===== src/rtl/lab3_cla_seq_adder.sv =====
// Sequential adder: one 4-bit CLA slice reused per nibble, LSB first.
// Ports: clk, rst (sync, active-high), [sub with LAB3_SEQ_SUB_EN], start, a, b, cin -> busy, done, sum, cout, ovf.
module lab3_cla_seq_adder #(
  parameter int WIDTH = 16
) (
  input  logic             clk,
  input  logic             rst,
`ifdef LAB3_SEQ_SUB_EN
  input  logic             sub,
`endif
  input  logic             start,
  input  logic [WIDTH-1:0] a,
  input  logic [WIDTH-1:0] b,
  input  logic             cin,
  output logic             busy,
  output logic             done,
  output logic [WIDTH-1:0] sum,
  output logic             cout,
  output logic             ovf
);

  localparam int NIB = WIDTH / 4;
  localparam int CW  = (NIB > 1) ? $clog2(NIB) : 1;
  localparam logic [CW-1:0] LAST = CW'(NIB - 1);

  typedef enum logic [1:0] {
    S_IDLE,
    S_RUN,
    S_DONE
  } state_t;

  state_t r_state;
  state_t w_next;

  logic [WIDTH-1:0] r_a;
  logic [WIDTH-1:0] r_b;
  logic [WIDTH-1:0] r_res;
  logic             r_c;
  logic [CW-1:0]    r_cnt;

  logic [WIDTH-1:0] w_b_in;
  logic             w_c_in;
  logic [3:0]       w_p;
  logic [3:0]       w_g;
  logic [4:1]       w_c;
  logic [3:0]       w_s;
  logic [WIDTH-1:0] w_res_nxt;
  logic             w_last;
  logic             w_accept;

`ifdef LAB3_SEQ_SUB_EN
  // a - b = a + ~b + 1
  assign w_b_in = sub ? ~b : b;
  assign w_c_in = sub | cin;
`else
  assign w_b_in = b;
  assign w_c_in = cin;
`endif

  // Operands shift right each RUN cycle, so the live nibble is always [3:0]
  assign w_p = r_a[3:0] ^ r_b[3:0];
  assign w_g = r_a[3:0] & r_b[3:0];

  assign w_c[1] = w_g[0]
                | (w_p[0] & r_c);
  assign w_c[2] = w_g[1]
                | (w_p[1] & w_g[0])
                | (w_p[1] & w_p[0] & r_c);
  assign w_c[3] = w_g[2]
                | (w_p[2] & w_g[1])
                | (w_p[2] & w_p[1] & w_g[0])
                | (w_p[2] & w_p[1] & w_p[0] & r_c);
  assign w_c[4] = w_g[3]
                | (w_p[3] & w_g[2])
                | (w_p[3] & w_p[2] & w_g[1])
                | (w_p[3] & w_p[2] & w_p[1] & w_g[0])
                | (w_p[3] & w_p[2] & w_p[1] & w_p[0] & r_c);

  assign w_s = w_p ^ {w_c[3:1], r_c};

  // Result fills from the top; after NIB shifts nibble 0 sits at [3:0]
  generate
    if (WIDTH == 4) begin : g_one
      assign w_res_nxt = w_s;
    end else begin : g_multi
      assign w_res_nxt = {w_s, r_res[WIDTH-1:4]};
    end
  endgenerate

  assign w_last   = (r_cnt == LAST);
  assign w_accept = start && (r_state != S_RUN);

  assign busy = (r_state == S_RUN);
  assign done = (r_state == S_DONE);

  always_ff @(posedge clk) begin
    if (rst) begin
      r_state <= S_IDLE;
    end else begin
      r_state <= w_next;
    end
  end

  always_comb begin
    w_next = r_state;
    unique case (r_state)
      S_IDLE:  if (start) w_next = S_RUN;
      S_RUN:   if (w_last) w_next = S_DONE;
      S_DONE:  w_next = start ? S_RUN : S_IDLE;
      default: w_next = S_IDLE;
    endcase
  end

  always_ff @(posedge clk) begin
    if (rst) begin
      r_a   <= '0;
      r_b   <= '0;
      r_res <= '0;
      r_c   <= 1'b0;
      r_cnt <= '0;
      sum   <= '0;
      cout  <= 1'b0;
      ovf   <= 1'b0;
    end else if (w_accept) begin
      r_a   <= a;
      r_b   <= w_b_in;
      r_c   <= w_c_in;
      r_cnt <= '0;
    end else if (r_state == S_RUN) begin
      r_a   <= r_a >> 4;
      r_b   <= r_b >> 4;
      r_c   <= w_c[4];
      r_cnt <= r_cnt + 1'b1;
      r_res <= w_res_nxt;
      if (w_last) begin
        sum  <= w_res_nxt;
        cout <= w_c[4];
        ovf  <= w_c[3] ^ w_c[4];
      end
    end
  end

endmodule

===== config.mk =====
export PLATFORM = sky130hd
export DESIGN_NAME = lab3_cla_seq_adder
export DESIGN_NICKNAME = d
export VERILOG_FILES = /design/src/rtl/lab3_cla_seq_adder.sv
export SDC_FILE = /design/constraint.sdc
export NUM_CORES = 1
export LEC_CHECK = 0
export CAP_MARGIN = 5
export CORE_MARGIN = 2
export CORE_UTILIZATION = 40
export DETAILED_ROUTE_END_ITERATION = 6
export HOLD_SLACK_MARGIN = 0.02
export PLACE_DENSITY = 0.67
export REMOVE_ABC_BUFFERS = 1
export SLEW_MARGIN = 10
export SYNTH_ARGS = -nofsm -noshare
export SYNTH_HDL_FRONTEND = slang
export SYNTH_SLANG_ARGS = --single-unit

===== constraint.sdc =====
create_clock -name clk -period 2.2 [get_ports clk]
set_clock_uncertainty 0.2 [all_clocks]
set_input_delay 0.44 -clock clk [delete_from_list [all_inputs] [get_ports clk]]
set_output_delay 0.44 -clock clk [all_outputs]
set_load 0.1 [all_outputs]

# Yosys cells after proc, flatten, opt, wreduce, memory -nomap -nowiden
# Index checks and enable logic that the tools add are counted.
[op_classes]
mux = 10
addsub = 1
reduce_logical = 7
n_eq_ne = 6
n_bitwise = 31
[op_table]
columns = ["operator", "count"]
rows = [
  ["$mux W16", 4],
  ["$and A1 B1 Y1", 16],
  ["$or A1 B1 Y1", 10],
  ["$xor A4 B4 Y4", 2],
  ["$pmux W2 S3", 1],
  ["$and A4 B4 Y4", 1],
  ["$eq A2 B2 Y1 const B", 2],
  ["$mux W2", 2],
  ["$ne A2 B1 Y1 const B", 2],
  ["$reduce_and A2 Y1", 2],
  ["$mux W1", 3],
  ["$reduce_and A3 Y1", 1],
  ["$add A2 B1 Y2 const B", 1],
  ["$eq A2 B1 Y1 const B", 1],
  ["$logic_not A2 Y1", 1],
  ["$ne A2 B2 Y1 const B", 1],
  ["$reduce_bool A2 Y1", 1],
  ["$reduce_or A2 Y1", 1],
  ["$logic_and A1 B1 Y1", 1],
  ["$not A1 Y1", 1],
  ["$xor A1 B1 Y1", 1],
]
[word_totals]
out_inout_bits = 20
wordCells = 64
regBits = 71

# Depth between registers and ports, before layout
[logic_depth]
word_depth = 8
mapped_depth = 6
depth_no_buf = 5

# Least setup slack after synthesis
# OpenSTA, ideal clock, no wires.
[synth_path]
path_kind = "register to output"
start = "register r_state[1]"
end = "output port done"
path_buffers = 0
stages_incl_launch_ff = 2
t_required_ps = 1560
setup_slack_ps = -104
t_arrival_ps = 1664
cell_sequence = "dfxtp_1 nor2b_1"
[synth_via]
elab_chain_cells = 1
[synth_lines]
columns = ["element", "line", "source"]
rows = [
  ["start: declaration", "32", "state_t r_state;"],
  ["start signal: assignment", "100", "r_state <= w_next;"],
  ["$eq A2 B2 Y1", "94", "assign done = (r_state == S_DONE);"],
  ["end: declaration", "16", "output logic done,"],
]
# No other way between the ends.

# Worst setup path in the final report
[layout_path]
start = "register r_state[1]"
end = "output port busy"
[layout_via]
elab_chain_cells = 1
[layout_lines]
columns = ["element", "line", "source"]
rows = [
  ["$eq A2 B1 Y1", "93", "assign busy = (r_state == S_RUN);"],
  ["end: declaration", "15", "output logic busy,"],
]
# No other way between the ends.

==> flow_metrics.env <==
export IMPL_status="finished, final reports clean"
export IMPL_critPathTopFamily="buffers and inverters"
export IMPL_largest_net_degree_at_the_start_of_global_routing=46
export IMPL_cts_root_buf="clkbuf_8"
export IMPL_ir_drop_mv=0.4695
export IMPL_drive_gt1_share_pct=12.81
export IMPL_final_hold_worst_slack_ps=252.5
export IMPL_global_route_wire_length_before_repair_mm=9.404
export IMPL_ys_dominant_reg_cell="dfxtp_1"
export IMPL_cts_tree="built"
export IMPL_antenna_found_initial=0
export IMPL_worst_ep_arrival_time_ps=1250
export IMPL_p_per_area_nw_per_um2=726.0
export IMPL_vias_per_cell=5.031
export IMPL_synth_warning_count=0
export IMPL_dieHeight_um=87.20
export IMPL_holdCritStartpoint="r_res[7]"
export IMPL_crit_path_cell_trace="nand2b_2 -> inv_2 -> buf_4 -> buf_12"
export IMPL_cp_buffers_inverters=3
export IMPL_synth_edff_count=0
export IMPL_cts_repair_timing_setup_buffer_count=0
export IMPL_fin_ws_ps=310.5
export IMPL_postSynth_asyncResetShare_pct=0
export IMPL_final_global_route_overflow_total=0
export IMPL_postSynthRegisterBits=67
export IMPL_worst_slew_pin_slew_ps=451.6
export IMPL_drcViolationCount=0
export IMPL_global_route_usage_total_pct=15.80
export IMPL_final_min_period_over_clock_period_pct=85.89
export IMPL_design_core_area_um2=6756
export IMPL_r2r_end="r_res[15]"
export IMPL_hold_depth=2
export IMPL_grt_setup_unrepaired="false"
export IMPL_hpwlAfterDp_mm=3.749
export IMPL_wire_per_inst_um=12.21
export IMPL_antenna_diode_count=0
export IMPL_clk_pin_slew_worst_paths_ps=70
export IMPL_routed_wirelength_mm=5.456
export IMPL_fin_util_pct=52.24
export IMPL_synth_distinct_cells=32
export IMPL_syn_area_um2=2769
export IMPL_detailedRoute_firstPassIterationCount=4
export IMPL_number_of_clock_buffers_inserted_by_tritoncts=9
export IMPL_timing_setup_critical_path_class="register to output pin"
export IMPL_cts_path_max_buffers=2
export IMPL_min_delay_path_class="register to register"
export IMPL_post_place_ws_ps=297.1
export IMPL_ff2ff_setup_slack_ps=350
export IMPL_power_leakage_nw=1.433
export IMPL_syn_mean_instance_area_um2=8.932
export IMPL_final_cell_area_um2=3530
export IMPL_totalPowerFinal_mw=2.562
export IMPL_antenna_violation_net_count_after_detailed_routing=0
export IMPL_worst_r2r_path_depth=5
export IMPL_routabilityCongestion=0.7432
export IMPL_crit_reg2reg_launch="r_a[0]"
export IMPL_routed_via_count=2249
export IMPL_floorplan_io_pins=56
export IMPL_cap_violations=0
export IMPL_cts_hold_buf=0
export IMPL_min_period_ps=1889
export IMPL_synthCells=310
export IMPL_detailed_place_area_um2=3357
export IMPL_timing_critical_path_to_type="output pin"
export IMPL_worst_skew_pair_late_latency_ps=340
export IMPL_detailedRoute_firstIterationViolations=151
export IMPL_buffers_added_on_ports=55
export IMPL_hold_path_end="sum[3]"
export IMPL_timing_critical_path_slowest_stage_cell="dfxtp_1"
export IMPL_crit_path_start_kind="register"
export IMPL_area_growth_syn_to_layout_pct=27.47
export IMPL_rows=30
export IMPL_slowest_delay_ps=310
export IMPL_clock_fmax_mhz=529.2
export IMPL_dieWidth_um=87.20
export IMPL_final_hold_viol_count=0
export IMPL_die_area_um2=7604
export IMPL_initial_utilization_pct=40.98
export IMPL_ctsHtreeMaxLevel=3
export IMPL_number_of_global_route_vias_before_repair=2080
export IMPL_cts_repair_resized=0
export IMPL_critical_path_required_ps=1560
export IMPL_final_max_slew_violation_count=0
export IMPL_cp_max_fo=8
export IMPL_finalNetCount=404
export IMPL_cts_sink_count=67
export IMPL_slew_headroom_pct=69.89
export IMPL_seq_area_frac_synth_pct=48.44
export IMPL_report_final_setup_viol=0
==> sequential cells by signal, indices dropped and copies added (netlist names) <==
signal / cells
cout: 1
sum: 16
r_c: 1
r_state: 2
r_res: 12
r_cnt: 2
r_b: 16
r_a: 16
ovf: 1
==> logic make-up after synthesis <==
logic type	Yosys count	synth area share (%)
and+or+nand+nor	110	16.22
muxes	34	12.29
xor gates and xnor gates	1	0.3164
adders and majority gates	6	2.982
AOI/OAI and AO/OA	64	15.23
buffers and inverters	28	4.519
DFF	67	48.44
==> cells in the final DEF, fill, tap and decap left out, drive strengths merged <==
cell type	n
nor2b	1
nand3b	2
fa	1
a31oi	2
a21oi	26
a311o	1
ha	5
dfxtp	67
mux2i	34
buf	30
and2	1
nand2b	3
nor2	46
nand2	49
a32o	2
a211oi	28
xnor2	1
nand3	4
clkinv	2
clkbuf	14
clkdlybuf4s50	33
inv	6
o31ai	1
o21bai	2
nor4	1
or4	1
nor3	2
o21ai	1
o22ai	1
==> worst reg2reg max path, delay by kind of cell, from the launching register on <==
kind	cells	cell delay (ps)
adder cells (fa/ha/maj)	1	310
flip-flops	1	320
AND/OR/NAND/NOR	3	670
AO/OA/AOI/OAI	1	300
==> cell usage after synthesis (2+ instances only) <==
library cell | n | area, um^2
a32o_1 | 2 | 20.02
dfxtp_1 | 67 | 1341
mux2i_1 | 34 | 340.3
inv_1 | 5 | 18.77
nand3b_1 | 2 | 15.01
buf_2 | 10 | 50.05
nor2_1 | 45 | 168.9
a31oi_1 | 2 | 12.51
nand3_1 | 4 | 20.02
buf_1 | 3 | 11.26
o21bai_1 | 2 | 15.01
clkbuf_1 | 7 | 26.28
a21oi_1 | 26 | 130.1
ha_1 | 5 | 62.56
nor3_1 | 2 | 10.01
a211oi_1 | 27 | 202.7
nand2b_1 | 3 | 18.77
nand2_1 | 49 | 183.9
buf_4 | 2 | 15.01
==> report_power, final <==
group	switching, mW	internal [mW]	leakage (nW)
combinational	0.180	0.168	0.794
clock	0.430	0.468	0.0905
sequential	0.0374	1.28	0.548
==> metal layers <==
metal	routed length (um)	vias to the layer above	global-route usage (%)
met4	40	0	4.196
met2	2454	63	25.40
li1	-	1173	-
met3	302	7	6.066
met5	0	-	0
met1	2659	1006	19.93
==> worst max path at each step <==
stage / start / depth (start not counted) / to
6_report: r_state[1] / 4 / busy
5_1_grt: r_a[0] / 5 / r_res[15]
4_1_cts: r_state[1] / 4 / busy
3_5_place_dp: rst / 4 / sum[14]
3_3_place_gp: rst / 4 / sum[14]
2_1_floorplan: r_state[1] / 4 / sum[15]
==> metrics by stage <==
step / TNS (ps) / std cells
3_3_place_gp: 0 / 431
4_1_cts: 0 / 447
5_1_grt: 0 / 447
3_5_place_dp: 0 / 431
2_1_floorplan: -29860 / 288
6_report: 0 / 447
==> cell type report <==
type                            instances  area, um^2
Multi-Input combinational cell        215        1305
Tap cell                               80       100.1
Sequential cell                        67        1341
Inverter                                6       22.52
Clock inverter                          2       10.01
Timing Repair Buffer                   63       588.1
Fill cell                             664        3227
Clock buffer                           14       162.7
Note: power is estimated with default switching activity, not from simulation.
